<file path="config.mk">
export PLATFORM = sky130hd
export DESIGN_NAME = clk_div_prog
export DESIGN_NICKNAME = d
export VERILOG_FILES = /design/src/rtl/clk_div_prog.sv
export SDC_FILE = /design/constraint.sdc
export NUM_CORES = 1
export LEC_CHECK = 0
export ABC_AREA = 1
export BUFFER_PORTS_ARGS = -buffer_cell sky130_fd_sc_hd__buf_2
export CORE_MARGIN = 10
export CORE_UTILIZATION = 45
export DETAILED_ROUTE_END_ITERATION = 12
export MAX_ROUTING_LAYER = met4
export PLACE_DENSITY_LB_ADDON = 0.15
export SYNTH_ARGS = -nofsm -noshare
export SYNTH_HDL_FRONTEND = slang
export SYNTH_SLANG_ARGS = --single-unit
</file>
<file path="constraint.sdc">
create_clock -name clk -period 3.8 [get_ports clk]
set_clock_uncertainty 0.15 [all_clocks]
set_input_delay 0.19 -clock clk [delete_from_list [all_inputs] [get_ports clk]]
set_output_delay 0.19 -clock clk [all_outputs]
set_load 0.02 [all_outputs]
</file>
<file path="src/rtl/clk_div_prog.sv">
// Programmable 50%-duty integer divider (N in [2, 2^DIV_W-1]); clk_out/tick follow cnt with one flop of delay.
// Single pending-divisor slot: a load while busy is dropped, and a load with div_val<2 is rejected with div_err.
module clk_div_prog #(
    parameter int DIV_W   = 8,
    parameter int DIV_RST = 3
) (
    input  logic             clk,
    input  logic             rst_n,
    input  logic             en,
    input  logic [DIV_W-1:0] div_val,
    input  logic             div_load,
    output logic             div_busy,
    output logic             div_done,
    output logic             div_err,
    output logic [DIV_W-1:0] div_active,
    output logic             tick,
    output logic             clk_out
);

    localparam logic [DIV_W-1:0] N_RST = DIV_W'(DIV_RST);
    localparam logic [DIV_W-1:0] ONE   = DIV_W'(1);
    localparam logic [DIV_W-1:0] TWO   = DIV_W'(2);

    logic [DIV_W-1:0] cnt;
    logic [DIV_W-1:0] cnt_nxt;
    logic [DIV_W-1:0] pend_val;
    logic [DIV_W-1:0] n_nxt;
    logic [DIV_W:0]   h_nxt;
    logic             at_end;
    logic             apply;
    logic             accept;
    logic             reject;
    logic             q_p;
    logic             q_n;

    // at_end covers both the running boundary cycle and the idle hold state
    always_comb begin
        at_end  = (cnt == div_active - ONE);
        apply   = at_end && div_busy;
        accept  = div_load && !div_busy && (div_val >= TWO);
        reject  = div_load && !div_busy && (div_val < TWO);
        n_nxt   = apply ? pend_val : div_active;
        h_nxt   = ({1'b0, n_nxt} + {{DIV_W{1'b0}}, 1'b1}) >> 1;
        cnt_nxt = cnt + ONE;
        if (at_end) begin
            cnt_nxt = en ? '0 : (n_nxt - ONE);
        end
    end

    always_ff @(posedge clk or negedge rst_n) begin
        if (!rst_n) begin
            cnt        <= N_RST - ONE;
            div_active <= N_RST;
            pend_val   <= '0;
            div_busy   <= 1'b0;
            div_done   <= 1'b0;
            div_err    <= 1'b0;
            tick       <= 1'b0;
            q_p        <= 1'b0;
        end else begin
            cnt        <= cnt_nxt;
            div_active <= n_nxt;
            div_done   <= apply;
            div_err    <= reject;
            tick       <= at_end && en;
            q_p        <= ({1'b0, cnt_nxt} < h_nxt);
            if (accept) begin
                pend_val <= div_val;
            end
            if (apply) begin
                div_busy <= 1'b0;
            end else if (accept) begin
                div_busy <= 1'b1;
            end
        end
    end

    // Half-cycle delayed copy trims the odd-N high phase to exactly N/2 cycles
    always_ff @(negedge clk or negedge rst_n) begin
        if (!rst_n) begin
            q_n <= 1'b0;
        end else begin
            q_n <= q_p;
        end
    end

    assign clk_out = div_active[0] ? (q_p & q_n) : q_p;

endmodule

</file>
==> results.md, run 1 <==
- Summed over all layers, the routed wires come to 4690 um.
- The global routing usage on met3 is 0.0313.
- In this run the tightest slew margin relative to its limit is 0.697.
- The final instance area is 0.00244 sq mm.
- Of the cells placed in the final design, the portion with a size suffix greater than 1 is 0.295.
- The starting density of the core is 0.475.
- Summing all placed instances gives a cell area of 0.00230 sq mm.
- The via count is 1692.
- Synthesis produced a netlist with a net count of 279.
- After filler insertion, the fill cell instance count of the layout stands at 437.
- Summing all flip-flop and latch instances after layout gives 754 sq um.
- 0 antenna diodes ended up in the layout.
- Dividing the detail-routed wire length by the instance count gives 13.5 um.
- The post-cts gate resize count is 0.
- The class of the tightest hold or removal check is primary input to flip-flop.
- The count of antenna-violating nets left after detailed routing is 0.
- The clock drives 30 sinks.
- The number of slew-limit violations in the final report came to 0.
- The number of antenna violations at the first check in global routing came to 0.
- The worst path needs 3.53 ns of the cycle, external delays included.
- In this run the power density over the cells is 828 mW/mm^2.
- The first global-routing pass estimated 7960 um of wire.
- Max-cap violations in this run came to 0.
- The launching element of the worst setup path is div_active[0]$_DFF_PN1_.
- In the routed layout, each cell is associated on average with a via count of 4.88.
- The design internal power is 1.05 mW.
- IR analysis of the VDD net gives a maximum drop of 0.319 mV.
- The portion of total power attributed to combinational logic is 0.576.
- The number of post-CTS setup repair buffers is 0.
- The data arrival time of the critical path is 3.59 ns.
- For the worst setup path, the data required time is 3.86 ns.
- The category of the worst setup path capture point is a flip-flop.
- The area of the multi-input gates is 0.00121 sq mm.
- met2 is the most crowded layer.
- In this run the cell area of the synthesized design comes to 0.00211 sq mm.
- The clock latency at the later pin of the worst-skew pair is 0.28 ns.
- Of the total power, the share spent switching nets is 0.481.
- A synthesized cell averages 8.21 sq um.
- Setup repair after global routing left no endpoint under its margin.
- The transition time of the tightest slew-check pin is 0.453 ns.
- The startpoint identified for the worst register-to-register timing path is div_active[0]$_DFF_PN1_.
- Across every metal layer, demand over resource in global routing totals 0.135.
- The area added between synthesis and finish is 15.5%.
- The number of nets in the finished design is 316.
- The classification of the worst setup path is flip-flop to flip-flop.
- The proportion of synthesized chip area in sequential cells is 0.358.
- In this run the power spent charging and discharging nets is 0.972 mW.
- After clock tree synthesis, the clock-pin slew on the worst setup and hold paths is 0.06 ns.
- The die extent in x is 88.5 um.
- The number of clock buffers added by TritonCTS is 5.
- The final weighted congestion of routability-driven global placement is 0.959.
- The die covers 0.00783 sq mm.
- In the synthesized netlist, the number of instances is 257.
- The port buffer count is 24.
- The clock tree synthesis step divided the H-tree into 2 levels.
- In the global route stage, met1 resource usage came out at 0.160.
- For this block, the initial DRC count from the detailed router was 46.
- The number of storage elements in the synthesis netlist is 30.
- For this run, global-route usage on met2 was measured as 0.215.
- The HPWL reported at the end of detailed placement is 3870 um.
- The count of final setup violators is 0.
- The leakage power figure is 1.22 nW.
- The synthesis warning total is 0.
- Entering global routing, the biggest net connects 30 pins.
- The sequential group share of total power is 0.305.
- The number of global-route vias before repair is 1699.
- The final hold violation count is 0.
- The timing-limited maximum frequency is 0.283 GHz.
- The final total negative setup slack is 0 ns.
- The number of detailed-routing iterations run before antenna repair is 4.
- In this run the count of I/O pins placed on the die edge is 25.
- The largest buffer count on any clock path is 2.
- Global routing finished with a remaining overflow of 0.
- The worst setup path is launched from a flip-flop.
- In the finished design, the share of the clock period the worst path needs comes to 0.929.
- The netlist uses 34 different library cells.
- The number of remaining DRC errors is 0.
- The clock tree root buffer cell is clkbuf_8.
- The TritonCTS clock tree is done.
- The number of rows in the core area is 24.
- The flow ran to the end, and the final reports show no timing, DRC or antenna violations.
- The worst min-delay path startpoint is div_val[4].
- The total area inside the core boundary comes to 0.00444 sq mm.
- The share of power burned in the clock network is 0.119.
- In this run the worst path has a maximum fanout of 7.
- The chip height is 88.5 um.
Yosys cell counts (all sizes together):
master | number | share of area
a32o | 1 | 0.0047
clkbuf | 1 | 0.0024
nor3 | 2 | 0.012
buf | 2 | 0.0071
o21ai | 16 | 0.059
nand2 | 78 | 0.15
nor4 | 1 | 0.0030
inv | 28 | 0.050
nor2 | 25 | 0.068
nand3 | 25 | 0.076
clkinv | 2 | 0.0083
mux2 | 5 | 0.027
or2 | 1 | 0.0030
nand4 | 3 | 0.0089
xnor2 | 6 | 0.025
dfstp | 3 | 0.037
a21oi | 7 | 0.017
ha | 10 | 0.059
dfrtp | 26 | 0.31
dfrtn | 1 | 0.012
o21a | 1 | 0.0036
xor2 | 13 | 0.054
worst max-delay path, stage by stage, from the launching register on:
cell     delay, ns
dfstp_2       0.58
inv_2         0.08
ha_1          0.24
inv_1         0.08
nand2_1       0.06
nand3_1       0.09
nand2_1       0.06
nor2_2        0.11
nand2_2       0.08
nor2_4        0.11
nand3_4       0.14
nand2_1       0.14
o21ai_4       0.10
inv_1         0.12
ha_1          0.20
nand2_1       0.08
nor2_2        0.13
nand3_2       0.10
nor2_1        0.10
nand2_1       0.07
ha_1          0.32
a21oi_1       0.12
o21ai_0       0.09
a21oi_1       0.11
cells in the final DEF (no fill, tap or decap):
master          n
nand2_1        67
dfrtp_1        26
buf_2          24
nand3_1        21
inv_1          19
nor2_1         13
xor2_1         13
nand2_2        10
ha_1           10
inv_2           9
nor2_2          8
a21oi_1         7
xnor2_1         6
o21ai_0         6
dlygate4sd3_1   6
mux2_2          5
clkbuf_8        5
nor2_4          4
o21ai_1         4
o21ai_4         3
o21ai_2         3
nand4_1         3
clkbuf_1        3
dfstp_2         3
buf_4           3
nand3_4         2
clkinv_4        2
nand3_2         2
nand2_4         1
or2_2           1
a32o_1          1
nor4_1          1
o21a_1          1
nor3_2          1
nor3_4          1
dfrtn_1         1
final timing paths:
path                            depth (start not counted)  slack (ns)                       to
worst max-delay path                                   23        0.27            q_p$_DFF_PN0_
worst min-delay path                                    2        0.01  pend_val[4]$_DFFE_PN0P_
worst max register to register                         23        0.27            q_p$_DFF_PN0_
worst min register to register                          1        0.36  pend_val[7]$_DFFE_PN0P_
max in group asynchronous                               2        1.51            q_n$_DFF_NN0_
min in group asynchronous                               3        0.35        div_err$_DFF_PN0_
final cells by class:
class	instances	area share
multi-input cells	194	0.497
flip-flops and latches	30	0.310
repair buffers	33	0.0832
inverters	30	0.0503
clock buffers	8	0.0329
well taps	52	0.0267
layer usage:
layer  part of all wire  wire length, um
met5                  0                0
met4              0.027              128
met3              0.031              144
met2               0.46             2150
met1               0.48             2270
logic make-up after synthesis:
kind of cell               synth area share
adders and majority gates            0.0593
DFF                                   0.358
muxes                                0.0267
AOI/OAI and AO/OA                    0.0842
xor gates and xnor gates             0.0789
buffers and inverters                0.0676
and+or+nand+nor                       0.326
registers in the layout, summed over array words and instances, names as in the netlist:
name / cells
cnt: 8
div_active: 8
div_busy: 1
div_done: 1
div_err: 1
pend_val: 8
q_n: 1
q_p: 1
tick: 1
per-stage QoR:
stage | std cells | hold WS, ns | util | setup slack [ns] | power, mW
final | 347 | 0.0116 | 0.548 | 0.271 | 2.02
after global routing | 347 | 0.0104 | 0.548 | 0.000429 | 2.24
after CTS | 347 | 0.00226 | 0.548 | 0.254 | 2.04
after detailed placement | 333 | 0.126 | 0.517 | 0.264 | 1.79
after global placement | 333 | 0.124 | 0.517 | 0.394 | 1.77
after floorplan | 257 | -0.256 | - | 0.377 | 1.53
power by group through the flow:
stage,registers [mW],logic [mW],clock network (mW)
2_1_floorplan,0.606,0.920,0
3_3_place_gp,0.619,1.15,0
3_5_place_dp,0.622,1.17,0
4_1_cts,0.617,1.18,0.247
5_1_grt,0.638,1.34,0.259
6_report,0.616,1.16,0.241
what timing repair did:
action                                 in CTS  in global routing
setup endpoints to repair                   0                  0
hold buffers                                6                  0
endpoints found under the hold margin      31                  0
(Power assumes the default switching activity.)
==> run 2, diff against run 1 <==
--- a/config.mk
+++ b/config.mk
@@ -10,8 +10,7 @@
 export CORE_MARGIN = 10
 export CORE_UTILIZATION = 45
 export DETAILED_ROUTE_END_ITERATION = 12
-export MAX_ROUTING_LAYER = met4
-export PLACE_DENSITY_LB_ADDON = 0.15
+export SLEW_MARGIN = 30
 export SYNTH_ARGS = -nofsm -noshare
 export SYNTH_HDL_FRONTEND = slang
 export SYNTH_SLANG_ARGS = --single-unit
==> run 2 against run 1 <==
  * Worst setup slack better by 0.058 ns
  * Wire length is 0.87% higher
  * Design area is 2.3% higher
  * Global-route usage is 0.058 points lower
  * Critical path type unchanged
  * Critical endpoint unchanged
  * Largest power group unchanged
==> results.md, run 2 (synthesis gave the netlist of run 1 again) <==
- Run status: finished clean (unchanged).
- The shortest clock period the worst path allows after layout is 3.47 ns (was 3.53 ns).
- The worst slack after detailed placement is 0.337 ns (was 0.264 ns).
- The setup slack of the critical path after layout is 0.329 ns (was 0.271 ns).
- The iteration-0 DRC count of the detailed router was 37 (was 46).
- The detailed-route vias per instance is 4.87 (was 4.88).
- The average wire length per cell after detail routing is 13.6 um (was 13.5 um).
- The design internal power was 1.10 mW (was 1.05 mW).
- The clock transition at the registers of the reported paths is 0.06 ns (about the same).
- The count of H-tree levels built during CTS is 2 (unchanged).
- The count of antenna-violating nets left after detailed routing is 0 (unchanged).
- The final cycle utilization of the critical path was 0.914 (was 0.929).
- The data arrival time of the critical path is 3.53 ns (was 3.59 ns).
- The number of slew-limit violations in the final report is 0 (unchanged).
- The classification of the worst setup path is flip-flop to flip-flop (unchanged).
- The clock latency at the later pin of the worst-skew pair was 0.29 ns (was 0.28 ns).
- The core area is 0.00444 sq mm (unchanged).
- The area of the multi-input gates is 0.00121 sq mm (about the same).
- The highest ir drop seen on vdd came to 0.405 mV (was 0.319 mV).
- The total detailed-routing wirelength is 4730 um (was 4690 um).
- The final total negative setup slack came to 0 ns (unchanged).
- The chip height is 88.5 um (unchanged).
- The number of global-route vias before repair is 1735 (was 1699).
- The total die area came to 0.00783 sq mm (unchanged).
- The number of CTS-inserted buffers came to 5 (unchanged).
- The largest buffer count on any clock path is 2 (unchanged).
- The worst slew margin relative to its limit was 0.695 (was 0.697).
- The number of antenna violations at the first check in global routing is 0 (unchanged).
- The number of max-cap violations was 0 (unchanged).
- The number of remaining DRC errors came to 0 (unchanged).
- The global-route wire length before repair was 8060 um (was 7960 um).
- The fraction of layout instances using a drive strength above 1 came to 0.306 (was 0.295).
- The count of antenna diodes in the layout was 0 (unchanged).
- The die extent in x was 88.5 um (unchanged).
- The TritonCTS clock tree is done (unchanged).
- The timing-limited maximum frequency is 0.288 GHz (was 0.283 GHz).
- The largest net degree at the start of global routing is 30 (unchanged).
- The final instance area is 0.00249 sq mm (was 0.00244 sq mm).
- The register cell area after layout was 754 sq um (unchanged).
- The starting density of the core is 0.475 (unchanged).
- The switching power is 0.980 mW (was 0.972 mW).
- The most frequent standard cell in the layout excluding fill and tap cells is nand2_1 (unchanged).
- The sequential group share of total power is 0.296 (was 0.305).
- The layout filler cell count was 410 (was 437).
- The count of final setup violators was 0 (unchanged).
- The number of detailed-routing iterations run before antenna repair is 4 (unchanged).
- The number of placed instances, taps included is 333 (unchanged).
- The via count is 1699 (was 1692).
- The number of I/O pins was 25 (unchanged).
- The total overflow reported by the global router was 0 (unchanged).
- Setup repair after global routing missed its margin: false (unchanged).
- The area added between synthesis and finish is 18.2% (was 15.5%).
- The count of clock tree sinks is 30 (unchanged).
- Commonest cells after routing, fill and taps aside: 66 x nand2_1, 26 x dfrtp_1, 24 x buf_2, 21 x nand3_1, 19 x inv_1 (was 67 x nand2_1, 26 x dfrtp_1, 24 x buf_2, 21 x nand3_1, 19 x inv_1).
- The power density relative to cell area is 835 mW/mm^2 (was 828 mW/mm^2).
- The number of nets in the finished design is 318 (was 316).
- The number of rows in the core area is 24 (unchanged).
- The final core area utilization is 0.561 (was 0.548).
- The category of the worst setup path launch point was a flip-flop (unchanged).
- The share of power burned in the clock network is 0.145 (was 0.119).
- The transition time of the tightest slew-check pin is 0.457 ns (was 0.453 ns).
- The data required time of the worst path was 3.86 ns (about the same).
- The leakage power figure is 1.25 nW (was 1.22 nW).
- The placement-stage cell area is 0.00230 sq mm (unchanged).
- The total global-route track usage came to 0.135 (about the same).
- The portion of total power attributed to combinational logic was 0.559 (was 0.576).
- The HPWL reported at the end of detailed placement is 3760 um (was 3870 um).
- The category of the worst setup path capture point is a flip-flop (unchanged).
- The largest driver fanout on the critical path was 7 (unchanged).
- The switching share of total power was 0.471 (was 0.481).
- The total power draw is 2.08 mW (was 2.02 mW).
- The count of placed standard cells in the final layout, fillers left out came to 349 (was 347).
- The final weighted congestion of routability-driven global placement is 0.922 (was 0.959).
- The worst hold slack is 0.0210 ns (was 0.0116 ns).
- Biggest registers after layout: cnt: 8 flops, div_active: 8 flops, pend_val: 8 flops (unchanged).
- The port buffer count is 24 (unchanged).
- The clock tree root buffer cell is clkbuf_8 (unchanged).
- The final hold violation count is 0 (unchanged).
- The class of the tightest hold or removal check is primary input to flip-flop (unchanged).
run 2: cell types whose count changed in the layout (fill, tap and decap cells not counted):
cell / previous run / this run
buf_6: 0 / 1
clkbuf_8: 5 / 8
clkbuf_1: 3 / 0
dlygate4sd3_1: 6 / 8
nand2_1: 67 / 66
nand2_2: 10 / 11
buf_4: 3 / 2
run 2: critical path, stage by stage, from the launching register on:
cell and delay, ns:
dfstp_2 0.58, inv_2 0.08, ha_1 0.31, xor2_1 0.13, nand2_1 0.09, nor2_2 0.12
nand2_2 0.08, nor2_4 0.11, nand3_4 0.15, nand2_2 0.11, o21ai_4 0.09, inv_1 0.11
ha_1 0.18, nand2_1 0.07, nor2_2 0.15, nand3_2 0.10, nor2_1 0.10, nand2_1 0.06
ha_1 0.32, a21oi_1 0.12, o21ai_0 0.08, a21oi_1 0.11
run 2: final cells by class:
cell class                 instances  share of cell area
sequential                        30               0.303
multi-input combinational        194               0.487
timing repair buffer              35              0.0908
tap                               52              0.0261
inverter                          30              0.0492
clock buffer                       8              0.0442
run 2: worst paths after layout:
check                                     endpoint                    start  cells past startpoint  slack, ns
setup reg to reg                     q_p$_DFF_PN0_  div_active[0]$_DFF_PN1_                     21       0.33
max in group asynchronous            q_n$_DFF_NN0_                    rst_n                      2       1.51
min in group asynchronous  div_active[5]$_DFF_PN0_                    rst_n                      3       0.34
hold / removal             pend_val[3]$_DFFE_PN0P_               div_val[3]                      3       0.02
setup / recovery                     q_p$_DFF_PN0_  div_active[0]$_DFF_PN1_                     21       0.33
hold reg to reg            pend_val[7]$_DFFE_PN0P_  pend_val[7]$_DFFE_PN0P_                      1       0.36
run 2: routing by layer:
layer | up-vias | routed length, um | GRT usage | part of all wire
met1 | 752 | 2180 | 0.154 | 0.46
li1 | 908 | - | - | -
met2 | 27 | 2230 | 0.226 | 0.47
met5 | - | 0 | 0 | 0
met4 | 0 | 129 | 0.0675 | 0.027
met3 | 12 | 196 | 0.0377 | 0.041
run 2: repair_timing:
action,in CTS,in global routing
endpoints found under the setup margin,0,1
gates resized for setup,0,2
buffers inserted,0,0
hold endpoints to repair,33,0
hold buffers,8,0
run 2: power by group through the flow:
stage | combinational (mW) | clock (mW) | sequential (mW)
after global placement | 1.15 | 0 | 0.620
after detailed placement | 1.16 | 0 | 0.623
after floorplan | 0.920 | 0 | 0.606
final | 1.16 | 0.302 | 0.616
after CTS | 1.18 | 0.309 | 0.617
after global routing | 1.35 | 0.322 | 0.635
